==> src/rtl/crypto_pkg.sv <==
// Shared types and constants for the scalar-crypto sequencing controller.
// Holds the FSM state encoding, default timeout and instruction field map.
package crypto_pkg;

  typedef enum logic [1:0] {
    S_IDLE  = 2'd0,
    S_ISSUE = 2'd1,
    S_WAIT  = 2'd2,
    S_WB    = 2'd3
  } state_t;

  localparam int unsigned TIMEOUT_DEFAULT = 15;
  localparam int unsigned INSN_W          = 20;
  localparam int unsigned CNT_W           = 4;

  // crypto_instruction field map: block-size select, then one-hot op groups
  localparam int unsigned BS_HI     = 19;
  localparam int unsigned BS_LO     = 18;
  localparam int unsigned AES_HI    = 17;
  localparam int unsigned AES_LO    = 14;
  localparam int unsigned SHA256_HI = 13;
  localparam int unsigned SHA256_LO = 10;
  localparam int unsigned SHA512_HI = 9;
  localparam int unsigned SHA512_LO = 4;
  localparam int unsigned SM3_HI    = 3;
  localparam int unsigned SM3_LO    = 2;
  localparam int unsigned SM4_HI    = 1;
  localparam int unsigned SM4_LO    = 0;

  function automatic logic [1:0] insn_bs(input logic [INSN_W-1:0] insn);
    return insn[BS_HI:BS_LO];
  endfunction

endpackage

==> src/rtl/crypto_seq_ctrl.sv <==
// Sequences one scalar-crypto instruction: latch operands, start the core,
// wait with timeout, then write the result back around delayed-load traffic.
module crypto_seq_ctrl
  import crypto_pkg::*;
#(
  parameter int unsigned TIMEOUT = TIMEOUT_DEFAULT
) (
  input  logic              clk,
  input  logic              rst,
  input  logic              issue_valid,
  input  logic [INSN_W-1:0] crypto_instruction,
  input  logic [31:0]       rs1_val,
  input  logic [31:0]       rs2_val,
  input  logic [4:0]        rd_in,
  input  logic              flush,
  input  logic              ld_wb_req,
  input  logic              cu_done,
  input  logic [31:0]       cu_result,
  output logic              cu_start,
  output logic              cu_abort,
  output logic [INSN_W-1:0] cu_insn,
  output logic [31:0]       cu_a,
  output logic [31:0]       cu_b,
  output logic              wb_we,
  output logic [4:0]        wb_rd,
  output logic [31:0]       wb_data,
  output logic              stall,
  output logic              busy,
  output logic              err
);

  state_t             state, state_nx;
  logic [CNT_W-1:0]   cnt, cnt_nx, cnt_inc;
  logic [INSN_W-1:0]  insn_q;
  logic [31:0]        a_q, b_q, res_q;
  logic [4:0]         rd_q;
  logic               accept, take;

  always_ff @(posedge clk or posedge rst) begin
    if (rst) begin
      state  <= S_IDLE;
      cnt    <= '0;
      insn_q <= '0;
      a_q    <= '0;
      b_q    <= '0;
      rd_q   <= '0;
      res_q  <= '0;
    end else begin
      state <= state_nx;
      cnt   <= cnt_nx;
      if (accept) begin
        insn_q <= crypto_instruction;
        a_q    <= rs1_val;
        b_q    <= rs2_val;
        rd_q   <= rd_in;
      end
      if (take) res_q <= cu_result;
    end
  end

  always_comb begin
    state_nx = state;
    cnt_nx   = cnt;
    cnt_inc  = cnt + 1'b1;
    accept   = 1'b0;
    take     = 1'b0;
    cu_start = 1'b0;
    cu_abort = 1'b0;
    wb_we    = 1'b0;
    err      = 1'b0;
    stall    = 1'b0;
    unique case (state)
      S_IDLE: begin
        if (issue_valid && !flush) begin
          accept   = 1'b1;
          stall    = 1'b1;
          state_nx = S_ISSUE;
        end
      end
      S_ISSUE: begin
        stall  = 1'b1;
        cnt_nx = '0;
        if (flush) begin
          cu_abort = 1'b1;
          state_nx = S_IDLE;
        end else begin
          cu_start = 1'b1;
          state_nx = S_WAIT;
        end
      end
      S_WAIT: begin
        stall = 1'b1;
        if (flush) begin
          cu_abort = 1'b1;
          state_nx = S_IDLE;
        end else if (cu_done) begin
          take     = 1'b1;
          state_nx = S_WB;
        end else begin
          // Compare the incremented count so the timeout fires on the
          // TIMEOUT-th waiting cycle, in the same cycle the count reaches it.
          cnt_nx = cnt_inc;
          if (cnt_inc == CNT_W'(TIMEOUT)) begin
            err      = 1'b1;
            cu_abort = 1'b1;
            state_nx = S_IDLE;
          end
        end
      end
      S_WB: begin
        if (ld_wb_req) begin
          stall = 1'b1;
        end else begin
          wb_we    = (rd_q != '0);
          state_nx = S_IDLE;
        end
      end
      default: state_nx = S_IDLE;
    endcase
    // IDLE stall follows issue_valid; keep it quiet while reset is held
    if (rst) stall = 1'b0;
  end

  assign cu_insn = insn_q;
  assign cu_a    = a_q;
  assign cu_b    = b_q;
  assign wb_rd   = rd_q;
  assign wb_data = res_q;
  assign busy    = (state != S_IDLE);

endmodule

==> config.mk <==
export PLATFORM = sky130hd
export DESIGN_NAME = crypto_seq_ctrl
export DESIGN_NICKNAME = d
export VERILOG_FILES = /design/src/rtl/crypto_pkg.sv /design/src/rtl/crypto_seq_ctrl.sv
export SDC_FILE = /design/constraint.sdc
export NUM_CORES = 1
export LEC_CHECK = 0
export ABC_AREA = 1
export BUFFER_PORTS_ARGS = -buffer_cell sky130_fd_sc_hd__buf_2
export CORE_MARGIN = 2
export CORE_UTILIZATION = 32
export DETAILED_ROUTE_END_ITERATION = 8
export GPL_TIMING_DRIVEN = 1
export SETUP_SLACK_MARGIN = 0.5
export SYNTH_ARGS = -nofsm -noshare
export SYNTH_HDL_FRONTEND = slang
export SYNTH_SLANG_ARGS = --single-unit
==> constraint.sdc <==
create_clock -name clk -period 4.66 [get_ports clk]
set_input_delay 1.165 -clock clk [delete_from_list [all_inputs] [get_ports clk]]
set_output_delay 1.165 -clock clk [all_outputs]
set_load 0.02 [all_outputs]
## Word-level counts from Yosys, hierarchy flattened

Cells that the tools add are included.

| cells by class | value |
|---|---|
| $add $sub $neg | 1 |
| equality and inequality tests | 9 |
| mux-type cells | 29 |
| reduce and logical (&&, ||, !) cells | 9 |

Operators with widths:

| cell | count |
|---|---|
| $mux 1 | 17 |
| $mux 2 | 6 |
| $mux 4 | 2 |
| $ne 2x2->1 const B | 4 |
| $pmux 2 s4 | 1 |
| $pmux 4 s2 | 1 |
| $reduce_and 3->1 | 2 |
| $reduce_bool 5->1 | 1 |
| $add 4x1->4 const B | 1 |
| $eq 2x2->1 const B | 2 |
| $eq 4x4->1 const B | 1 |
| $ne 4x4->1 const B | 1 |
| $reduce_bool 2->1 | 2 |
| $pmux 1 s3 | 1 |
| $eq 2x1->1 const B | 1 |
| $logic_not 2->1 | 1 |
| $pmux 1 s2 | 1 |
| $reduce_or 2->1 | 1 |
| $logic_and 1x1->1 | 1 |
| $logic_not 1->1 | 1 |

| storage, ports and cells | value |
|---|---|
| register bits | 127 |
| input port bits | 127 |
| output and inout bits | 127 |
| logic and storage cells | 55 |

## Depth between registers and ports, before layout

Gate-level depths: netlist (run 1).

| logic depth | value |
|---|---|
| depth after elaboration | 6 |
| depth in mapped cells | 10 |
| depth with buffers taken out | 10 |

## Worst setup path before layout (run 1)

No wires, ideal clock.

| path | value |
|---|---|
| path kind | input port to output port |
| start | input flush |
| end | output stall |
| arrival | 1875 ps |
| data required time | 3495 ps |
| slack | 1620 ps |
| stages | 3 |
| buffers on the path | 0 |
| cell sequence | inv_2 -> a21oi_1 -> a311oi_1 |

| on the way | value |
|---|---|
| word-level cells in the longest chain between the ends | 5 |

Ends and longest elaborated chain:

| what | RTL line | text |
|---|---|---|
| from (decl) | crypto_seq_ctrl.sv:15 | `input logic flush,` |
| $logic_not 1->1 | crypto_seq_ctrl.sv:74 | `if (issue_valid && !flush) begin` |
| $logic_and 1x1->1 | crypto_seq_ctrl.sv:74 |  |
| $mux 1 | crypto_seq_ctrl.sv:74 |  |
| $pmux 1 s3 | crypto_seq_ctrl.sv:72 | `unique case (state)` |
| $mux 1 | crypto_seq_ctrl.sv:121 | `if (rst) stall = 1'b0;` |
| to (decl) | crypto_seq_ctrl.sv:27 | `output logic stall,` |

Every way passes these cells.

## Final worst setup path (run 1)

| path | value |
|---|---|
| start | input flush |
| end | output err |

| on the way | value |
|---|---|
| word-level cells in the longest chain between the ends | 2 |

Ends and longest elaborated chain:

| what | RTL line | text |
|---|---|---|
| $mux 1 | crypto_seq_ctrl.sv:93 | `if (flush) begin` |
| $mux 1 | crypto_seq_ctrl.sv:72 |  |
| to (decl) | crypto_seq_ctrl.sv:29 | `output logic err` |

Every way passes these cells.

==> reports/results.txt, run 1 <==
row count - 45
CP max FO - 5
Detail Placement HPWL - 8.34 mm
Core Area - 0.0153 sq mm
initial cell density of the core - 0.328
worst hold path startpoint - cu_a[16]
die area - 0.0166 sq mm
post-layout util - 0.466
Crit path required time - 3.49 ns
relative slew slack - 0.337
Mapped Area - 0.00500 sq mm
Worst Path Class, Setup - in2out
Final Hold Fails - 0
CP max stage cell - nor3_1
initial antenna violation count - 0
CTS sink cnt - 127
Yosys reg bits - 127
Detail Route Antenna Nets - 0
CTS max path bufs - 2
clk slew on worst S/H paths - 0.05 ns
RSZ-0062 raised after global routing - false
detailed-route vias per instance - 4.36
outcome - completed
Post-CTS Setup Bufs - 0
most frequent cells in the layout - buf_2 (253), dfrtp_1 (127), mux2_2 (111)
placed cell areas - 0.00649 sq mm
root buffer cell - clkbuf_16
register area share after synthesis - 0.636
DR iter-0 viols - 103
Hold Crit Class - reg2reg
FF-to-FF End - cu_a[26]
Mapped Cells - 326
first-pass GRT wire length - 17.5 mm
dominant cells by area after synthesis - dfrtp_1 (64%), mux2_2 (25%), mux2_4 (3.0%), ha_1 (1.5%), nand2_1 (1.4%)
DR WL/cell - 13.9 microns
final WL - 11.3 mm
clk_skew - 0.00704 ns
Multi-input gate area - 0.00170 sq mm
WP buf/inv - 3
CTS tree - yes
largest net degree at the start of global routing - 128
worst hold endpoint - cu_a[16]
Max-Cap Viols - 0
Reg2Reg Launch Point - state[0]
dpl cells - 780
final worst-path cycle share - 0.687
DRC viols - 0
critical path's most frequent cell - buf_2
critical path's top delay family - buffers and inverters
clock insertion delay at the later pin of the skew report - 0.40 ns
Worst VDD drop - 325 uV
internal reg-to-reg setup slack - 2.27 ns
Max Freq - 313 MHz
layout cells sized above 1 - 0.685
hold_buf cts - 0
top cell type's share of synthesized area - 0.636
commonest non-fill, non-tap cell in the layout - buf_2
Final #Nets - 721
H-tree depth - 4
Die Y - 129 microns
sequential cell area - 0.00318 sq mm
Overflow after GRT - 0
critical path endpoint category - output port
power density over the cells - 747 mW/mm^2
vias in the first global route - 3,678
unique cell type count in the Yosys netlist - 19
total global-route track usage - 0.135
Yosys top cell by area - dfrtp_1
Die Width - 129 microns
crit-path max cell delay - 0.30 ns
synthesized area per cell - 15.3 sq um
Port Buf Inserts - 253
YS warnings - 0
ant diodes - 0
Syn-to-layout area delta - 42.3%
WP data arrival - 2.03 ns
Cell Chain, Critical Path - buf_2 -> nor3_1 -> inv_1 -> nor2_1 -> buf_2
startpoint types - primary input
Synthesized Nets - 459
Fill cells - 1,425
final instance area - 0.00711 sq mm
total number of vias - 3,535
worst-margin pin slew - 0.995 ns
leakage power - 3.67 nW
Ports - 254
Initial DRT Pass Iterations - 4
Non-Filler Instances - 811
Reg2Reg Depth - 5
hold depth - 1
max-slew violations - 0
Final setup viols - 0
GPL Wtd Cong - 0.783
total negative slack - 0 ns
minimum clock period - 3.20 ns
cts repair resizes - 0
TritonCTS Buffers - 17
start point of the critical path - flush
-- worst register-to-register path: cells and delay by family, from the launching register on --
| family | cells | cell delay (ns) |
|---|---|---|
| buf+inv | 2 | 0.86 |
| mux | 1 | 0.53 |
| flops | 1 | 0.39 |
| fa+ha+maj | 1 | 0.25 |
| simple gates | 1 | 0.25 |
-- kinds of logic (layout without fill, tap and decap cells) --
logic type	count (synthesis)	in the layout	share of synthesized area
AO/OA/AOI/OAI	10	10	0.0110
AND/OR/NAND/NOR	35	35	0.0320
buffers and inverters	27	301	0.0258
multiplexers	121	121	0.280
flip-flops	127	127	0.636
adder cells (fa/ha/maj)	6	6	0.0150
-- how the worst max path moves through the flow --
stage               cells after the start  endpoint  slack, ns
floorplan                               3     stall       1.62
global placement                        5       err       1.49
detailed placement                      5       err       1.49
CTS                                     5       err       1.48
global route                            5       err       1.41
finish                                  5       err       1.46
-- routing by layer --
layer | vias to the layer above | part of all wire | track usage
li1 | 1649 | - | -
met1 | 1708 | 0.39 | 0.144
met2 | 163 | 0.52 | 0.242
met3 | 15 | 0.084 | 0.0516
met4 | 0 | 0.013 | 0.0543
met5 | - | 0 | 0
-- where the power goes --
part	internal [mW]	switching (mW)
sequential	1.63	0.264
clock	0.892	0.477
combinational	0.873	1.18
-- cells in the mapped netlist --
library cell	number
buf_2	10
buf_6	2
nor2_1	4
inv_1	14
nand3_2	2
mux2_2	111
o22ai_1	1
dfrtp_1	127
inv_2	1
a21oi_1	4
nor3_1	2
a311oi_1	1
ha_1	6
nand4_1	1
o21ai_0	4
nand3_1	6
nand3b_1	1
mux2_4	10
nand2_1	19
-- cell type report --
type | instances | share of cell area
inverters | 15 | 0.00844
well taps | 211 | 0.0371
clock inverters | 14 | 0.0273
clock buffers | 17 | 0.0598
multi-input cells | 172 | 0.239
repair buffers | 255 | 0.182
flip-flops and latches | 127 | 0.447
-- metrics by stage --
stage	worst slack [ns]	hold slack (ns)	power, mW
after floorplan	1.62	0.490	3.23
after global placement	1.49	0.481	3.94
after detailed placement	1.49	0.487	4.00
after CTS	1.48	0.500	5.40
after global routing	1.41	0.505	5.64
final	1.46	0.495	5.31
-- state kept, by name, indices dropped and copies added, names as in the netlist --
name	count
cnt	4
cu_a	32
cu_b	32
cu_insn	20
state	2
wb_data	32
wb_rd	5
(Power assumes the default switching activity.)
==> inputs of run 2 (changes only) <==
- clock period: 4.66 -> 2.65 ns (I/O delays scaled with it)
==> run 2 against run 1 <==
Against the previous run:
- setup slack got worse by 1.1 ns
- highest routed layer unchanged
- via count grew 2.2%
- critical path depth grew 2
- clock-buffer cell count is 4 higher
- worst hold slack worse by 0.25 ns
- core utilization grew 1.7 points
- combinational power rose by 84%
- first-iteration DRC count is 6.8% higher
- total power grew 77%
- non-clock buffer count rose by 19
- sequential share of layout area decreased by 1.5 points
==> reports/results.txt, run 2 (synthesized netlist as in run 1, its figures left out) <==
CP max stage cell - dfrtp_1
row count - 45 (unchanged)
WP data arrival - 1.60 ns (-0.43 ns)
layout cells sized above 1 - 0.734 (+0.0489)
Initial DRT Pass Iterations - 4 (unchanged)
CP max FO - 3 (-2)
DRC viols - 0 (unchanged)
worst-margin pin slew - 0.497 ns (-0.498 ns)
largest net degree at the start of global routing - 55 (-57%)
Core Area - 0.0153 sq mm (unchanged)
CP Depth - 7 (+2)
clock insertion delay at the later pin of the skew report - 0.41 ns (about the same)
met3 GRT Util - 0.0549 (+0.00333)
Crit path required time - 1.99 ns (-1.50 ns)
start point of the critical path - cnt[0]
minimum clock period - 2.27 ns
Syn-to-layout area delta - 47.4%
detailed-route vias per instance - 4.35 (-0.23%)
hold slack - 0.241 ns (-0.255 ns)
H-tree depth - 4 (unchanged)
ant diodes - 0 (unchanged)
WP buf/inv - 1 (-2)
most frequent cells in the layout - buf_2 (250), dfrtp_1 (126), mux2_2 (111)
Max-Cap Viols - 0 (unchanged)
Top Usage Layer GRT - met2
Hold Crit Class - in2async
startpoint types - flop
leakage power - 3.77 nW (+2.7%)
critical path's top delay family - flip-flops
internal reg-to-reg setup slack - 0.64 ns (-1.63 ns)
post-layout util - 0.483 (+0.0166)
final worst-path cycle share - 0.855
clk_skew - 0.00919 ns (+0.00215 ns)
Final Hold Fails - 0 (unchanged)
Detail Route Antenna Nets - 0 (unchanged)
Die Y - 129 microns (unchanged)
Cell Chain, Critical Path - ha_2 -> nand2_2 -> nand2_2 -> nor2_4 -> nand3_2 -> a21oi_2 -> buf_4
Critical Path Sink - cu_abort
Ports - 254 (unchanged)
Overflow after GRT - 0 (unchanged)
initial cell density of the core - 0.328 (unchanged)
CTS tree - yes
critical path's most frequent cell - nand2_2
total global-route track usage - 0.143 (+0.00770)
crit-path max cell delay - 0.41 ns (+0.11 ns)
total negative slack - 0 ns (unchanged)
outcome - completed
initial antenna violation count - 0 (unchanged)
Die Width - 129 microns (unchanged)
total number of vias - 3,614 (+2.2%)
first-pass GRT wire length - 18.3 mm (+4.9%)
Max Freq - 441 MHz
GPL Wtd Cong - 0.759 (-3.2%)
FF-to-FF End - state[0]
Worst Path Class, Setup - reg2out
critical path endpoint category - output port
DR WL/cell - 14.3 microns (+2.6%)
GR Util met2 - 0.242 (+0.000311)
Fill cells - 1,385 (-2.8%)
DR iter-0 viols - 110 (+6.8%)
vias in the first global route - 3,736 (+1.6%)
TritonCTS Buffers - 17 (unchanged)
RSZ-0062 raised after global routing - true
final WL - 11.9 mm (+5.1%)
relative slew slack - 0.669 (+0.332)
CTS max path bufs - 2 (unchanged)
max-slew violations - 0 (unchanged)
Detail Placement HPWL - 8.72 mm (+4.5%)
Final setup viols - 0 (unchanged)
power density over the cells - 1280 mW/mm^2 (+71%)
root buffer cell - clkbuf_16
commonest non-fill, non-tap cell in the layout - buf_2
Reg2Reg Depth - 14 (+9)
Reg2Reg Launch Point - state[1]
GR Util met1 - 0.163 (+0.0183)
CTS sink cnt - 127 (unchanged)
clk slew on worst S/H paths - 0.06 ns (about the same)
Final #Nets - 740 (+2.6%)
Worst VDD drop - 614 uV (+89%)
die area - 0.0166 sq mm (unchanged)
Port Buf Inserts - 253 (unchanged)
==> run 2: cell types whose count changed in the layout (fill, tap and decap cells not counted), moves of 3 or more <==
cell	before	now
buf_2	253	250
buf_4	1	22
clkbuf_8	0	4
clkinv_4	5	2
ha_1	6	1
ha_4	0	3
inv_1	13	6
inv_2	1	7
inv_6	0	3
nand2_1	19	15
nand2_2	0	4
==> run 2: how the worst min path moves through the flow <==
| stage | from | to | slack (ns) |
|---|---|---|---|
| 6_report | rst | cu_b[1] | 0.24 |
| 3_5_place_dp | wb_data[7] | wb_data[7] | 0.49 |
| 3_3_place_gp | wb_data[3] | wb_data[3] | 0.48 |
| 5_1_grt | rst | cu_b[1] | 0.25 |
| 2_1_floorplan | state[1] | state[1] | 0.49 |
| 4_1_cts | rst | cu_b[1] | 0.24 |
==> run 2: cell type report <==
cell class | instances | area, sq um | share of cell area
sequential | 127 | 3180 | 0.432
clock inverter | 11 | 129 | 0.0175
clock buffer | 21 | 480 | 0.0652
tap | 211 | 264 | 0.0358
timing repair buffer | 274 | 1460 | 0.198
inverter | 15 | 62.6 | 0.00849
multi-input combinational | 172 | 1800 | 0.244
==> run 2: power breakdown <==
group | total [mW] | switching [mW] | internal, mW
clock network | 2.34 | 0.848 | 1.49
registers | 3.32 | 0.449 | 2.87
logic | 3.77 | 2.15 | 1.62
total | 9.43 | 3.45 | 5.98
==> run 2: layer usage <==
metal | wire length, microns | share of wire
met5 | 0 | 0
met4 | 180 | 0.015
met3 | 1040 | 0.088
met2 | 6070 | 0.51
met1 | 4590 | 0.39
==> run 2: what timing repair did <==
| action | in CTS | in global routing |
|---|---|---|
| pin swaps | 8 | 8 |
| buffers inserted | 13 | 2 |
| hold buffers | 0 | 0 |
| setup endpoints to repair | 3 | 4 |
| gates resized for setup | 15 | 19 |
| endpoints found under the hold margin | 0 | 0 |
==> run 2: stage by stage <==
step | total power, mW | instances | instance area [sq um] | worst slack [ns]
final | 9.43 | 831 | 7370 | 0.384
after global routing | 9.98 | 831 | 7370 | 0.289
after CTS | 9.52 | 829 | 7290 | 0.310
after detailed placement | 7.05 | 784 | 6540 | 0.457
after global placement | 6.94 | 784 | 6540 | 0.484
after floorplan | 5.68 | 326 | 5010 | 0.420
==> inputs of run 3 (changes only) <==
- clock period: 2.65 -> 2.3 ns (I/O delays scaled with it)
==> run 3 against run 2 <==
Against the previous run:
- clock-buffer cell count rose by 2
- cell area rose by 0.37%
- combinational power rose by 16%
- global-route usage fell by 0.54 points
- critical path type unchanged
- largest power group unchanged
- highest routed layer is now met5
==> reports/results.txt, run 3 (synthesized netlist as in run 1, its figures left out) <==
worst-margin pin slew - 0.353 ns (-0.144 ns)
Port Buf Inserts - 253 (unchanged)
Seq pwr share - 0.350 (-0.002)
startpoint types - flop
GPL Wtd Cong - 0.782 (+3.0%)
row count - 45 (unchanged)
Clk pwr share - 0.249 (about the same)
Max Freq - 453 MHz
WP data arrival - 1.63 ns (+0.03 ns)
total global-route track usage - 0.138 (-0.00543)
detailed-route vias per instance - 4.36 (+0.19%)
critical path endpoint category - output port
Worst VDD drop - 632 uV (+3.0%)
ant diodes - 0 (unchanged)
CTS sink cnt - 127 (unchanged)
Cell Chain, Critical Path - inv_4 -> ha_4 -> inv_1 -> a311oi_2 -> buf_4
Core Area - 0.0153 sq mm (unchanged)
Final Hold Fails - 0 (unchanged)
leakage power - 3.75 nW (-0.39%)
CTS tree - yes
most frequent cells in the layout - buf_2 (247), dfrtp_1 (126), mux2_2 (111)
layout cells sized above 1 - 0.726 (-0.00809)
final instance area - 0.00739 sq mm (+0.37%)
CP max stage cell - dfrtp_2
Detail Placement HPWL - 8.49 mm (-2.6%)
CTS max path bufs - 2 (unchanged)
Final setup viols - 0 (unchanged)
largest net degree at the start of global routing - 67 (+22%)
die area - 0.0166 sq mm (unchanged)
Die Width - 129 microns (unchanged)
crit-path max cell delay - 0.45 ns (+0.04 ns)
sw frac - 0.357 (-0.00889)
Syn-to-layout area delta - 48.0%
root buffer cell - clkbuf_16
Fill cells - 1,336 (-3.5%)
NetSw - 3.91 mW (+13%)
minimum clock period - 2.21 ns
vias in the first global route - 3,668 (-1.8%)
hold_buf cts - 0 (unchanged)
Crit path required time - 1.73 ns (-0.26 ns)
final worst-path cycle share - 0.959
power density over the cells - 1480 mW/mm^2 (+16%)
Final #Nets - 733 (-0.95%)
Int Pwr - 7.04 mW (+18%)
Worst Path Class, Setup - reg2out
initial cell density of the core - 0.328 (unchanged)
clk_skew - 0.00551 ns (-0.00368 ns)
total negative slack - 0 ns (unchanged)
H-tree depth - 4 (unchanged)
placed cell areas - 0.00659 sq mm (+0.65%)
post-layout util - 0.485 (+0.00180)
DR WL/cell - 14.4 microns (+0.67%)
initial antenna violation count - 1 (+1)
outcome - completed
max-slew violations - 0 (unchanged)
Initial DRT Pass Iterations - 4 (unchanged)
RSZ-0062 raised after global routing - true
Hold Crit Class - in2async
commonest non-fill, non-tap cell in the layout - buf_2
clk slew on worst S/H paths - 0.05 ns (about the same)
relative slew slack - 0.765 (+0.0961)
DR iter-0 viols - 90 (-18%)
CP max FO - 4 (+1)
Detail Route Antenna Nets - 0 (unchanged)
Max-Cap Viols - 0 (unchanged)
Ports - 254 (unchanged)
Die Y - 129 microns (unchanged)
first-pass GRT wire length - 17.7 mm (-3.8%)
TritonCTS Buffers - 17 (unchanged)
total number of vias - 3,573 (-1.1%)
DRC viols - 0 (unchanged)
Overflow after GRT - 0 (unchanged)
Combinational Power Share - 0.401 (about the same)
final WL - 11.8 mm (-0.66%)
clock insertion delay at the later pin of the skew report - 0.40 ns (about the same)
-- run 3: final timing paths --
check                                      start          end  slack (ns)  cells past startpoint
max                                     state[1]        stall        0.09                      5
min                                          rst     cu_a[22]        0.31                      3
max reg2reg                             state[1]     cu_b[15]        0.56                      6
min reg2reg                          wb_data[28]  wb_data[28]        0.50                      1
max in group asynchronous                    rst     cu_b[18]        1.69                      3
min in group clk           crypto_instruction[0]   cu_insn[0]        0.40                      2
-- run 3: cell type report --
class                           count  area (sq um)  share of cell area
Clock inverter                      5           105              0.0142
Timing Repair Buffer              267          1470               0.199
Multi-Input combinational cell    172          1810               0.245
Sequential cell                   127          3180               0.430
Clock buffer                       23           498              0.0673
Tap cell                          211           264              0.0357
Inverter                           15          65.1             0.00880
-- run 3: timing repair --
action	CTS	global route
setup endpoints to repair	6	91
cloned	0	1
setup buffers	8	0
gates resized for setup	19	15
pin swaps	4	6
-- run 3: through the flow --
step / hold slack, ns / cells / worst slack (ns) / power [mW]
final: 0.308 / 820 / 0.0942 / 10.9
after global placement: 0.481 / 783 / 0.366 / 8.05
after CTS: 0.306 / 819 / 0.0476 / 11.0
after global routing: 0.325 / 820 / -0.0206 / 11.6
after detailed placement: 0.487 / 783 / 0.298 / 8.14
after floorplan: 0.490 / 326 / 0.158 / 6.57
-- run 3: worst max-delay path, delay by kind of cell (launching register included) --
| family | cells | cell delay [ns] |
|---|---|---|
| adders and majority gates | 1 | 0.26 |
| AOI/OAI and AO/OA | 1 | 0.21 |
| buffers and inverters | 3 | 0.31 |
| DFF | 1 | 0.45 |
-- run 3: per-layer routing --
metal  part of all wire  track usage
met5            0.00093            0
met4              0.019       0.0595
met3              0.087       0.0599
met2               0.49        0.227
met1               0.40        0.156
-- run 3: power groups by stage --
stage,combinational [mW],sequential [mW],clock [mW]
after floorplan,1.42,5.15,0
after global placement,4.23,3.81,0
after detailed placement,4.29,3.85,0
after CTS,4.40,3.84,2.80
after global routing,4.69,3.98,2.90
final,4.39,3.83,2.72
